===== src/rtl/hack_cpu_mc_if.sv =====
// Instruction-ROM and data-RAM request/ready bus of the multicycle Hack CPU.
interface hack_cpu_mc_if #(
    parameter int unsigned WIDTH = 16
);
    logic             INSTR_REQ;
    logic [WIDTH-1:0] INSTR_ADDR;
    logic [WIDTH-1:0] INSTR_DATA;
    logic             INSTR_READY;
    logic             DATA_RD;
    logic             DATA_WR;
    logic [WIDTH-1:0] DATA_ADDR;
    logic [WIDTH-1:0] DATA_WDATA;
    logic [WIDTH-1:0] DATA_RDATA;
    logic             DATA_READY;

    modport master (
        output INSTR_REQ, INSTR_ADDR,
        input  INSTR_DATA, INSTR_READY,
        output DATA_RD, DATA_WR, DATA_ADDR, DATA_WDATA,
        input  DATA_RDATA, DATA_READY
    );

    modport slave (
        input  INSTR_REQ, INSTR_ADDR,
        output INSTR_DATA, INSTR_READY,
        input  DATA_RD, DATA_WR, DATA_ADDR, DATA_WDATA,
        output DATA_RDATA, DATA_READY
    );
endinterface


===== src/rtl/hack_cpu_mc.sv =====
// Multicycle Hack CPU: fetch / decode / M-read / execute / M-write sequencer with
// REQ/READY memory handshakes, run/stop control, jump-to-self halt and retire pulse.
module hack_cpu_mc #(
    parameter int unsigned      WIDTH        = 16,
    parameter logic [WIDTH-1:0] RESET_VECTOR = '0
) (
    input  logic             CLK_100MHz,
    input  logic             RESET_N,
    input  logic             ENABLE,
    hack_cpu_mc_if.master    bus,
    output logic [WIDTH-1:0] PC,
    output logic             HALTED,
    output logic             RETIRED,
    output logic [2:0]       STATE
);

    typedef enum logic [2:0] {
        S_FETCH  = 3'd0,
        S_DECODE = 3'd1,
        S_MEM_RD = 3'd2,
        S_EXEC   = 3'd3,
        S_MEM_WR = 3'd4,
        S_STOP   = 3'd5
    } state_t;

    localparam logic [WIDTH-1:0] ONE = {{(WIDTH-1){1'b0}}, 1'b1};

    // Hack ALU with control {zx,nx,zy,ny,f,no}; result packed as {zr, ng, out}
    function automatic logic [WIDTH+1:0] hack_alu(input logic [WIDTH-1:0] x_in,
                                                  input logic [WIDTH-1:0] y_in,
                                                  input logic [5:0]       ctl);
        logic [WIDTH-1:0] x_v;
        logic [WIDTH-1:0] y_v;
        logic [WIDTH-1:0] o_v;
        x_v = ctl[5] ? {WIDTH{1'b0}} : x_in;
        x_v = ctl[4] ? ~x_v : x_v;
        y_v = ctl[3] ? {WIDTH{1'b0}} : y_in;
        y_v = ctl[2] ? ~y_v : y_v;
        o_v = ctl[1] ? (x_v + y_v) : (x_v & y_v);
        o_v = ctl[0] ? ~o_v : o_v;
        return {(o_v == {WIDTH{1'b0}}), o_v[WIDTH-1], o_v};
    endfunction

    state_t           state_q, state_d;
    logic [WIDTH-1:0] pc_q, pc_d;
    logic [WIDTH-1:0] a_q, a_d;
    logic [WIDTH-1:0] d_q, d_d;
    logic [WIDTH-1:0] m_q, m_d;
    logic [WIDTH-1:0] ir_q, ir_d;
    logic [WIDTH-1:0] data_addr_q, data_addr_d;
    logic [WIDTH-1:0] data_wdata_q, data_wdata_d;
    logic             instr_req_q, instr_req_d;
    logic             data_rd_q, data_rd_d;
    logic             data_wr_q, data_wr_d;
    logic             halted_q, halted_d;
    logic             retired_q, retired_d;

    logic [WIDTH+1:0] alu_s;
    logic [WIDTH-1:0] alu_out_s;
    logic             zr_s;
    logic             ng_s;
    logic             jump_s;
    logic [WIDTH-1:0] pc_inc_s;

    // Datapath: ALU on pre-instruction D and A/M, jump decision, sequential PC
    always_comb begin
        alu_s     = hack_alu(d_q, ir_q[12] ? m_q : a_q, ir_q[11:6]);
        alu_out_s = alu_s[WIDTH-1:0];
        ng_s      = alu_s[WIDTH];
        zr_s      = alu_s[WIDTH+1];
        jump_s    = (ir_q[2] & ng_s) | (ir_q[1] & zr_s) | (ir_q[0] & ~ng_s & ~zr_s);
        pc_inc_s  = pc_q + ONE;
    end

    // Sequencer next-state and register updates
    always_comb begin
        state_d      = state_q;
        pc_d         = pc_q;
        a_d          = a_q;
        d_d          = d_q;
        m_d          = m_q;
        ir_d         = ir_q;
        data_addr_d  = data_addr_q;
        data_wdata_d = data_wdata_q;
        instr_req_d  = instr_req_q;
        data_rd_d    = data_rd_q;
        data_wr_d    = data_wr_q;
        halted_d     = halted_q;
        retired_d    = 1'b0;

        case (state_q)
            S_FETCH: begin
                // A FETCH entered without a request (only after reset) may start one here
                if (instr_req_q) begin
                    if (bus.INSTR_READY) begin
                        ir_d        = bus.INSTR_DATA;
                        instr_req_d = 1'b0;
                        state_d     = S_DECODE;
                    end else begin
                        state_d = S_FETCH;
                    end
                end else if (ENABLE && !halted_q) begin
                    instr_req_d = 1'b1;
                end else begin
                    state_d = S_STOP;
                end
            end
            S_DECODE: begin
                if (ir_q[WIDTH-1] && ir_q[12]) begin
                    data_addr_d = a_q;
                    data_rd_d   = 1'b1;
                    state_d     = S_MEM_RD;
                end else begin
                    state_d = S_EXEC;
                end
            end
            S_MEM_RD: begin
                if (data_rd_q && bus.DATA_READY) begin
                    m_d       = bus.DATA_RDATA;
                    data_rd_d = 1'b0;
                    state_d   = S_EXEC;
                end else begin
                    state_d = S_MEM_RD;
                end
            end
            S_EXEC: begin
                if (!ir_q[WIDTH-1]) begin
                    a_d  = {1'b0, ir_q[WIDTH-2:0]};
                    pc_d = pc_inc_s;
                end else begin
                    a_d  = ir_q[5] ? alu_out_s : a_q;
                    d_d  = ir_q[4] ? alu_out_s : d_q;
                    pc_d = jump_s ? a_q : pc_inc_s;
                    if (jump_s && (ir_q[2:0] == 3'b111) && (a_q == pc_q)) begin
                        halted_d = 1'b1;
                    end else begin
                        halted_d = halted_q;
                    end
                end
                if (ir_q[WIDTH-1] && ir_q[3]) begin
                    data_addr_d  = a_q;
                    data_wdata_d = alu_out_s;
                    data_wr_d    = 1'b1;
                    state_d      = S_MEM_WR;
                end else begin
                    retired_d   = 1'b1;
                    instr_req_d = ENABLE & ~halted_d;
                    state_d     = S_FETCH;
                end
            end
            S_MEM_WR: begin
                if (data_wr_q && bus.DATA_READY) begin
                    data_wr_d   = 1'b0;
                    retired_d   = 1'b1;
                    instr_req_d = ENABLE & ~halted_q;
                    state_d     = S_FETCH;
                end else begin
                    state_d = S_MEM_WR;
                end
            end
            S_STOP: begin
                if (ENABLE && !halted_q) begin
                    instr_req_d = 1'b1;
                    state_d     = S_FETCH;
                end else begin
                    state_d = S_STOP;
                end
            end
            default: begin
                instr_req_d = 1'b0;
                data_rd_d   = 1'b0;
                data_wr_d   = 1'b0;
                state_d     = S_FETCH;
            end
        endcase
    end

    // State register; reset abandons any access in flight
    always_ff @(posedge CLK_100MHz) begin
        if (!RESET_N) begin
            state_q      <= S_FETCH;
            pc_q         <= RESET_VECTOR;
            a_q          <= {WIDTH{1'b0}};
            d_q          <= {WIDTH{1'b0}};
            m_q          <= {WIDTH{1'b0}};
            ir_q         <= {WIDTH{1'b0}};
            data_addr_q  <= {WIDTH{1'b0}};
            data_wdata_q <= {WIDTH{1'b0}};
            instr_req_q  <= 1'b0;
            data_rd_q    <= 1'b0;
            data_wr_q    <= 1'b0;
            halted_q     <= 1'b0;
            retired_q    <= 1'b0;
        end else begin
            state_q      <= state_d;
            pc_q         <= pc_d;
            a_q          <= a_d;
            d_q          <= d_d;
            m_q          <= m_d;
            ir_q         <= ir_d;
            data_addr_q  <= data_addr_d;
            data_wdata_q <= data_wdata_d;
            instr_req_q  <= instr_req_d;
            data_rd_q    <= data_rd_d;
            data_wr_q    <= data_wr_d;
            halted_q     <= halted_d;
            retired_q    <= retired_d;
        end
    end

    assign bus.INSTR_REQ  = instr_req_q;
    assign bus.INSTR_ADDR = pc_q;
    assign bus.DATA_RD    = data_rd_q;
    assign bus.DATA_WR    = data_wr_q;
    assign bus.DATA_ADDR  = data_addr_q;
    assign bus.DATA_WDATA = data_wdata_q;
    assign PC             = pc_q;
    assign HALTED         = halted_q;
    assign RETIRED        = retired_q;
    assign STATE          = state_q;

endmodule


===== src/flat_wrapper.sv =====
// flat-port wrapper written by rule: the top's interface ports become plain ports
module hack_cpu_mc_flat 
#(
    parameter int unsigned      WIDTH        = 16,
    parameter logic [WIDTH-1:0] RESET_VECTOR = '0
)
  (CLK_100MHz, RESET_N, ENABLE, PC, HALTED, RETIRED, STATE, bus_INSTR_REQ, bus_INSTR_ADDR, bus_INSTR_DATA, bus_INSTR_READY, bus_DATA_RD, bus_DATA_WR, bus_DATA_ADDR, bus_DATA_WDATA, bus_DATA_RDATA, bus_DATA_READY);
  hack_cpu_mc_if #(.WIDTH(WIDTH)) bus_i ();
  input  logic CLK_100MHz;
  input  logic RESET_N;
  input  logic ENABLE;
  output logic [WIDTH-1:0] PC;
  output logic HALTED;
  output logic RETIRED;
  output logic [2:0] STATE;
  output wire logic [$bits(bus_i.INSTR_REQ)-1:0] bus_INSTR_REQ;
  output wire logic [$bits(bus_i.INSTR_ADDR)-1:0] bus_INSTR_ADDR;
  input wire logic [$bits(bus_i.INSTR_DATA)-1:0] bus_INSTR_DATA;
  input wire logic [$bits(bus_i.INSTR_READY)-1:0] bus_INSTR_READY;
  output wire logic [$bits(bus_i.DATA_RD)-1:0] bus_DATA_RD;
  output wire logic [$bits(bus_i.DATA_WR)-1:0] bus_DATA_WR;
  output wire logic [$bits(bus_i.DATA_ADDR)-1:0] bus_DATA_ADDR;
  output wire logic [$bits(bus_i.DATA_WDATA)-1:0] bus_DATA_WDATA;
  input wire logic [$bits(bus_i.DATA_RDATA)-1:0] bus_DATA_RDATA;
  input wire logic [$bits(bus_i.DATA_READY)-1:0] bus_DATA_READY;
  assign bus_INSTR_REQ = bus_i.INSTR_REQ;
  assign bus_INSTR_ADDR = bus_i.INSTR_ADDR;
  assign bus_i.INSTR_DATA = bus_INSTR_DATA;
  assign bus_i.INSTR_READY = bus_INSTR_READY;
  assign bus_DATA_RD = bus_i.DATA_RD;
  assign bus_DATA_WR = bus_i.DATA_WR;
  assign bus_DATA_ADDR = bus_i.DATA_ADDR;
  assign bus_DATA_WDATA = bus_i.DATA_WDATA;
  assign bus_i.DATA_RDATA = bus_DATA_RDATA;
  assign bus_i.DATA_READY = bus_DATA_READY;
  hack_cpu_mc #(.WIDTH(WIDTH), .RESET_VECTOR(RESET_VECTOR)) u_core (.CLK_100MHz(CLK_100MHz), .RESET_N(RESET_N), .ENABLE(ENABLE), .bus(bus_i), .PC(PC), .HALTED(HALTED), .RETIRED(RETIRED), .STATE(STATE));
endmodule

===== config.mk =====
export PLATFORM = sky130hd
export DESIGN_NAME = hack_cpu_mc_flat
export DESIGN_NICKNAME = d
export VERILOG_FILES = /design/src/rtl/hack_cpu_mc_if.sv /design/src/rtl/hack_cpu_mc.sv /design/src/flat_wrapper.sv
export SDC_FILE = /design/constraint.sdc
export NUM_CORES = 1
export LEC_CHECK = 0
export ABC_CLOCK_PERIOD_IN_PS = 10100
export CORE_MARGIN = 8
export CORE_UTILIZATION = 48
export CTS_CLUSTER_DIAMETER = 200
export DETAILED_ROUTE_END_ITERATION = 7
export PLACE_DENSITY = 0.8
export SYNTH_ARGS = -nofsm -noshare
export SYNTH_HDL_FRONTEND = slang
export SYNTH_SLANG_ARGS = --single-unit

===== constraint.sdc =====
create_clock -name CLK_100MHz -period 10.1 [get_ports CLK_100MHz]
set_input_delay 2.02 -clock CLK_100MHz [delete_from_list [all_inputs] [get_ports CLK_100MHz]]
set_output_delay 2.02 -clock CLK_100MHz [all_outputs]
set_load 0.01 [all_outputs]

==> flow_summary.toml <==
[status]
status = "finished, final reports clean"

[clock_tree]
cts.sinks = 120
cts-buffers-inserted = 17
cts_max_level = 4
postCtsResizedCells = 0
path_clk_slew_ps = 50
cts_hold_buffers = 0
cts_max_path_buffers = 2
clock_latency_ps = 420
ctsRootBufferMaster = "clkbuf_16"
cts_tree = "done"
cts_setup_buffers = 0

[logic_synthesis]
synth_seq_area_share_pct = 32.8
yosysWarnings = 0
synth_fp_nets = 995
synth_area_leader_cell = "dfxtp_1"
async_flop_share_pct = 0
avgSynthCellArea_um2 = 7.78
synth_edf_count = 0
synth.area.top_cells = "dfxtp_1, nand2_1, mux2i_1"
synth_area_um2 = 7320
synth_top_area_share_pct = 32.8
synth_ff_type = "dfxtp_1"
syn-instance-count = 940
synth_cell_types = 73
ys_seq_elements = 120

[critical_path]
path_buf_inv = 1
cp_top_family = "compound AO/OA/AOI/OAI gates"
critPathKind = "register to register"
crit_arrival_ps = 5800
cp_max_fo = 21
critPathCaptureType = "register"
crit_chain = "mux2i_1 > nor2_1 > xor2_1 > ha_1 > fa_1 > a21o_1 > a31oi_1 > a2111o_1 > a31oi_1 > o31ai_1 > xor2_1 > nor3_1 > and4_1 > a211oi_2 > buf_4 > or2_1 > o221ai_1"
cpMaxStageDelayCell = "dfxtp_1"
cp-start-kind = "register"
critPathRequiredTime_ps = 10370
max_stage_delay_ps = 1030

[min_path]
holdCritPathClass = "register to register"

[floorplanning]
initial_core_util_pct = 48.7
die_h_um = 139
rows = 45
die_x_um = 139
ios = 109
fp.coreArea_um2 = 15000
dieArea_um2 = 19500

[route]
vias = 7075
drt-met1-wl_um = 9460
routed.top_layer = "met4"
wl_per_cell_um = 18.4
remaining_drc_errors = 0
antenna_left = 0
firstDrtPassIters = 5
wl_met3_um = 1710
wl_met2_um = 9990
wl_um = 22000
via_per_inst = 5.93
drt-initial-drc-count = 712

[pwr]
p_leak_nw = 3.23
powerDensity_nw_per_um2 = 162
worst_ir_drop_vdd_mv = 0.132

[placed_design]
dp_hpwl_um = 15600
gp_congestion = 0.943
portBuffers = 108

[grt]
grt_max_degree = 59
grt_overflow = 0
grt_usage_pct = 22.1
grt_pass1_vias = 6502
grt_pass1_wl_um = 34600
antenna_found_initial = 0

[sta]
finClkSkew_ps = 6.22
setup_viol = 0
maxSlewHeadroom_pct = 22.7
grt_setup_unrepaired = "no"
min_period_over_period_pct = 54.8
drv_slew = 0
period_needed_ps = 5530
setup-tns-final_ps = 0
tightestPinTransition_ps = 1160
hold_viol = 0
fmax_mhz = 181

[layout]
drive_gt1_share_pct = 5.27
final_common_cell = "nand2_1"
num_antenna_cells = 0
finalNetCount = 1049
final_cell_mix = "nand2_1, dfxtp_1, clkdlybuf4s50_1"
utilization_pct = 59.1
syn2layout_area_growth_pct = 21.4

[job]
maxCapViolCount = 0
==> state kept, by name, indices dropped and copies added (netlist names) <==
| register | cells |
|---|---|
| u_core.bus.DATA_RD | 1 |
| u_core.a_q | 16 |
| u_core.HALTED | 1 |
| u_core.PC | 16 |
| u_core.bus.DATA_ADDR | 16 |
| u_core.bus.DATA_WR | 1 |
| u_core.bus.DATA_WDATA | 16 |
| u_core.ir_q | 16 |
| u_core.d_q | 16 |
| u_core.m_q | 16 |
| u_core.bus.INSTR_REQ | 1 |
| u_core.STATE | 3 |
| u_core.RETIRED | 1 |
==> synthesized netlist by cell type, types with 3 or more instances <==
library cell,count
mux2i_1,45
xor2_1,36
nor2b_1,8
ha_1,17
and4_1,5
or3_1,5
o21ai_1,4
buf_4,17
a31oi_1,8
o221ai_1,10
nor3b_1,3
xnor2_1,32
nand2_1,152
inv_1,13
a21oi_1,82
o21a_1,3
nor3_1,14
nand4_1,5
o211ai_1,9
o21ai_0,13
a211oi_2,3
nand2b_1,19
nand3_1,28
a211oi_1,16
clkbuf_1,52
and3_1,18
buf_1,7
o22ai_1,17
nor4_1,9
nor4b_1,7
nor2_1,99
nand4b_1,4
a211o_1,3
buf_2,6
a21o_1,7
dfxtp_1,120
==> per-stage QoR <==
step	power (mW)	hold WS, ps	std cells	instance area [µm²]	worst slack [ps]
3_5_place_dp	0.872	449	1163	8330	4590
6_report	1.44	456	1193	8880	4570
2_1_floorplan	0.767	436	940	7320	5720
5_1_grt	1.50	473	1193	8880	4200
4_1_cts	1.44	456	1193	8880	4680
3_3_place_gp	0.869	446	1163	8330	4730
==> worst paths after layout <==
kind,start,to,slack (ps),cells past startpoint
setup / recovery,u_core.ir_q[12],u_core.PC[3],4570,17
hold / removal,u_core.bus.DATA_WDATA[11],u_core.bus.DATA_WDATA[11],460,2
setup reg to reg,u_core.ir_q[12],u_core.PC[3],4570,17
hold reg to reg,u_core.bus.DATA_WDATA[11],u_core.bus.DATA_WDATA[11],460,2
==> layout make-up <==
class                      count  area [µm²]
clock buffer                  21         450
tap                          188         235
timing repair buffer         118        1160
multi-input combinational    722        4480
inverter                      15        57.6
clock inverter                 9         103
fill                        1350        6150
sequential                   120        2400
==> worst register-to-register path, delay by kind of cell, from the launching register on <==
kind                     cells  cell delay [ps]
adder cells (fa/ha/maj)      2              710
buffers and inverters        1              280
multiplexers                 1              280
AO/OA/AOI/OAI                7             1520
flip-flops                   1             1030
AND/OR/NAND/NOR              4              980
XOR/XNOR                     2              590
==> logic make-up (layout without fill, tap and decap cells) <==
logic type / after synthesis / after routing / synth area share [%]
flops: 120 / 120 / 32.8
buf+inv: 98 / 163 / 6.10
mux: 46 / 46 / 6.31
compound gates: 205 / 205 / 18.9
xor+xnor: 69 / 69 / 8.36
simple gates: 384 / 384 / 24.3
fa+ha+maj: 18 / 18 / 3.18
==> layer usage <==
metal | vias up | global-route usage (%)
li1 | 3402 | -
met1 | 3316 | 27.8
met2 | 299 | 34.3
met3 | 58 | 6.05
met4 | 0 | 10.5
met5 | - | 0
==> report_power, final <==
part / switching (mW) / total [mW] / internal [mW]
Clock: 0.211 / 0.575 / 0.364
Sequential: 0.0593 / 0.556 / 0.496
Combinational: 0.181 / 0.312 / 0.132
Total: 0.451 / 1.44 / 0.992
Power figures use the tool's default switching activity.
==> variant, RTL diff (same settings) <==
Register the output `RETIRED` once more; this adds one clock of latency there. The other outputs are not delayed to match.
--- a/src/rtl/hack_cpu_mc.sv
+++ b/src/rtl/hack_cpu_mc.sv
@@ -218,3 +218,5 @@
     assign HALTED         = halted_q;
-    assign RETIRED        = retired_q;
+    always_ff @(posedge CLK_100MHz) begin
+        RETIRED <= retired_q;
+    end
     assign STATE          = state_q;
Behaviour: not the same (Yosys sat finds a counterexample within 10 cycles, from zero or initial values and one cycle with RESET_N low).
==> variant against the unedited design <==
- worst setup slack lost 0.00070 ns
- wire length is 1.5% lower
- clock skew hardly changed
- design area increased by 0.99%
- utilization increased by 0.36 points
- sequential cell count rose by 1
- synthesized area grew 0.27%
- first-iteration DRC count up 3.9%
- via count down 0.24%
- maximum frequency barely moved
- cell count is 0.17% higher
- total power is 4.8% higher
- critical endpoint is now u_core.PC[14]
- largest cell class unchanged
- largest power group unchanged
==> variant: results (changes against the unedited design) <==
stage,metric,value,unit,change
power_and_ir_drop,worst vdd ir,0.0001166,V,was 0.0001315 V
hold_path,hold path cells,0,,was 2
synth,Synth area leaders,"dfxtp_1, nand2_1, mux2i_1, a21oi_1, nor2_1",,unchanged
placement,dpl cells,1164,,was 1163
placement,Post-DP HPWL,15460,um,was 15590 um
grt,pin count of the biggest net entering global routing,67,,was 59
synth,list of most frequent post-synthesis cells,"nand2_1, dfxtp_1, nor2_1",,unchanged
synth,compound-gate portion of the synthesized area,0.1886,,was 0.1891
placement,Placement Cell Area,0.008352,mm2,was 0.008332 mm2
grt,first-pass GRT wire length,34600,um,was 34630 um
synth,"Avg Cell Area, Syn",7.797,um2,was 7.784 um2
synth,sequential share of the synthesized area,0.3302,,was 0.3283
power_and_ir_drop,Pint,1.061,mW,was 0.9919 mW
timing,clk_skew,0.005847,ns,was 0.006215 ns
synth,syn nets,996,,was 995
synth,multiplexer share of the synthesized area,0.06293,,was 0.06310
power_and_ir_drop,static leakage,3.280,nW,was 3.234 nW
grt,GR Util All Layers,0.2200,,was 0.2208
worst_setup_path,CP max stage delay,0.98,ns,was 1.03 ns
synth,XOR/XNOR Fraction of Synth Area,0.08339,,was 0.08362
placement,pre-CTS worst setup slack,4.656,ns,was 4.593 ns
synth,Syn. warnings,0,,unchanged
routing,DRT iter0 DRCs,740,,was 712
layout,share of layout cells above drive strength 1,0.05362,,was 0.05274
status,outcome,completed,,unchanged
routing,via count,7058,,was 7075
routing,final wirelength,21630,um,was 21960 um
layout,final non-filler cell total,1195,,was 1193
synth,post-synthesis adder-cell area fraction,0.03172,,was 0.03181
layout,Final nets,1050,,was 1049
routing,Pre-Repair DR Iteration Count,6,,was 5
## variant: power groups by stage
stage | clock network (mW) | logic (mW) | registers (mW)
after floorplan | 0 | 0.236 | 0.535
after global placement | 0 | 0.300 | 0.570
after detailed placement | 0 | 0.304 | 0.570
after CTS | 0.643 | 0.307 | 0.560
after global routing | 0.671 | 0.339 | 0.567
final | 0.640 | 0.310 | 0.562
## variant: stage by stage
stage / hold slack [ns] / utilization
3_3_place_gp: 0.3332 / 0.5535
2_1_floorplan: 0.3096 / -
5_1_grt: 0.3405 / 0.5946
6_report: 0.3386 / 0.5946
4_1_cts: 0.3391 / 0.5946
3_5_place_dp: 0.3269 / 0.5535
## variant: path summary, 6_finish.rpt
kind	start	end	slack [ns]
max	u_core.ir_q[12]	u_core.PC[14]	4.57
min	u_core.retired_q	u_core.RETIRED	0.34
max reg2reg	u_core.ir_q[12]	u_core.PC[14]	4.57
min reg2reg	u_core.retired_q	u_core.RETIRED	0.34
## variant: kinds of logic (layout without fill, tap and decap cells)
group	count (synthesis)	count (layout)
XOR/XNOR	69	69
multiplexers	46	46
adder cells (fa/ha/maj)	18	18
AND/OR/NAND/NOR	384	384
AO/OA/AOI/OAI	205	205
flip-flops	121	121
buffers and inverters	98	164
## variant: per-layer routing
layer	GRT usage	share of wire	vias up
met5	0	0	-
met4	0.09257	0.027	0
met3	0.05711	0.081	49
met2	0.3600	0.47	314
met1	0.2694	0.42	3292
li1	-	-	3403
## variant: cell type report
type	count	area [um2]	area share
multi-input combinational	722	4481	0.4994
sequential	121	2422	0.2700
timing repair buffer	118	1156	0.1289
clock buffer	23	478.0	0.05327
tap	188	235.2	0.02622
clock inverter	8	142.6	0.01590
inverter	15	57.56	0.006415
## variant: worst reg2reg max path, cell delays in order (launching register included)
cell	delay [ns]
dfxtp_1	0.98
mux2i_1	0.28
nor2_1	0.07
xor2_1	0.18
ha_1	0.30
fa_1	0.43
a21o_1	0.22
a21o_1	0.18
a221oi_1	0.43
and4_1	0.26
mux2i_1	0.07
or3_1	0.36
nor3_1	0.26
a41oi_1	0.19
a211oi_2	0.23
buf_4	0.27
or2_1	0.48
o221ai_1	0.20
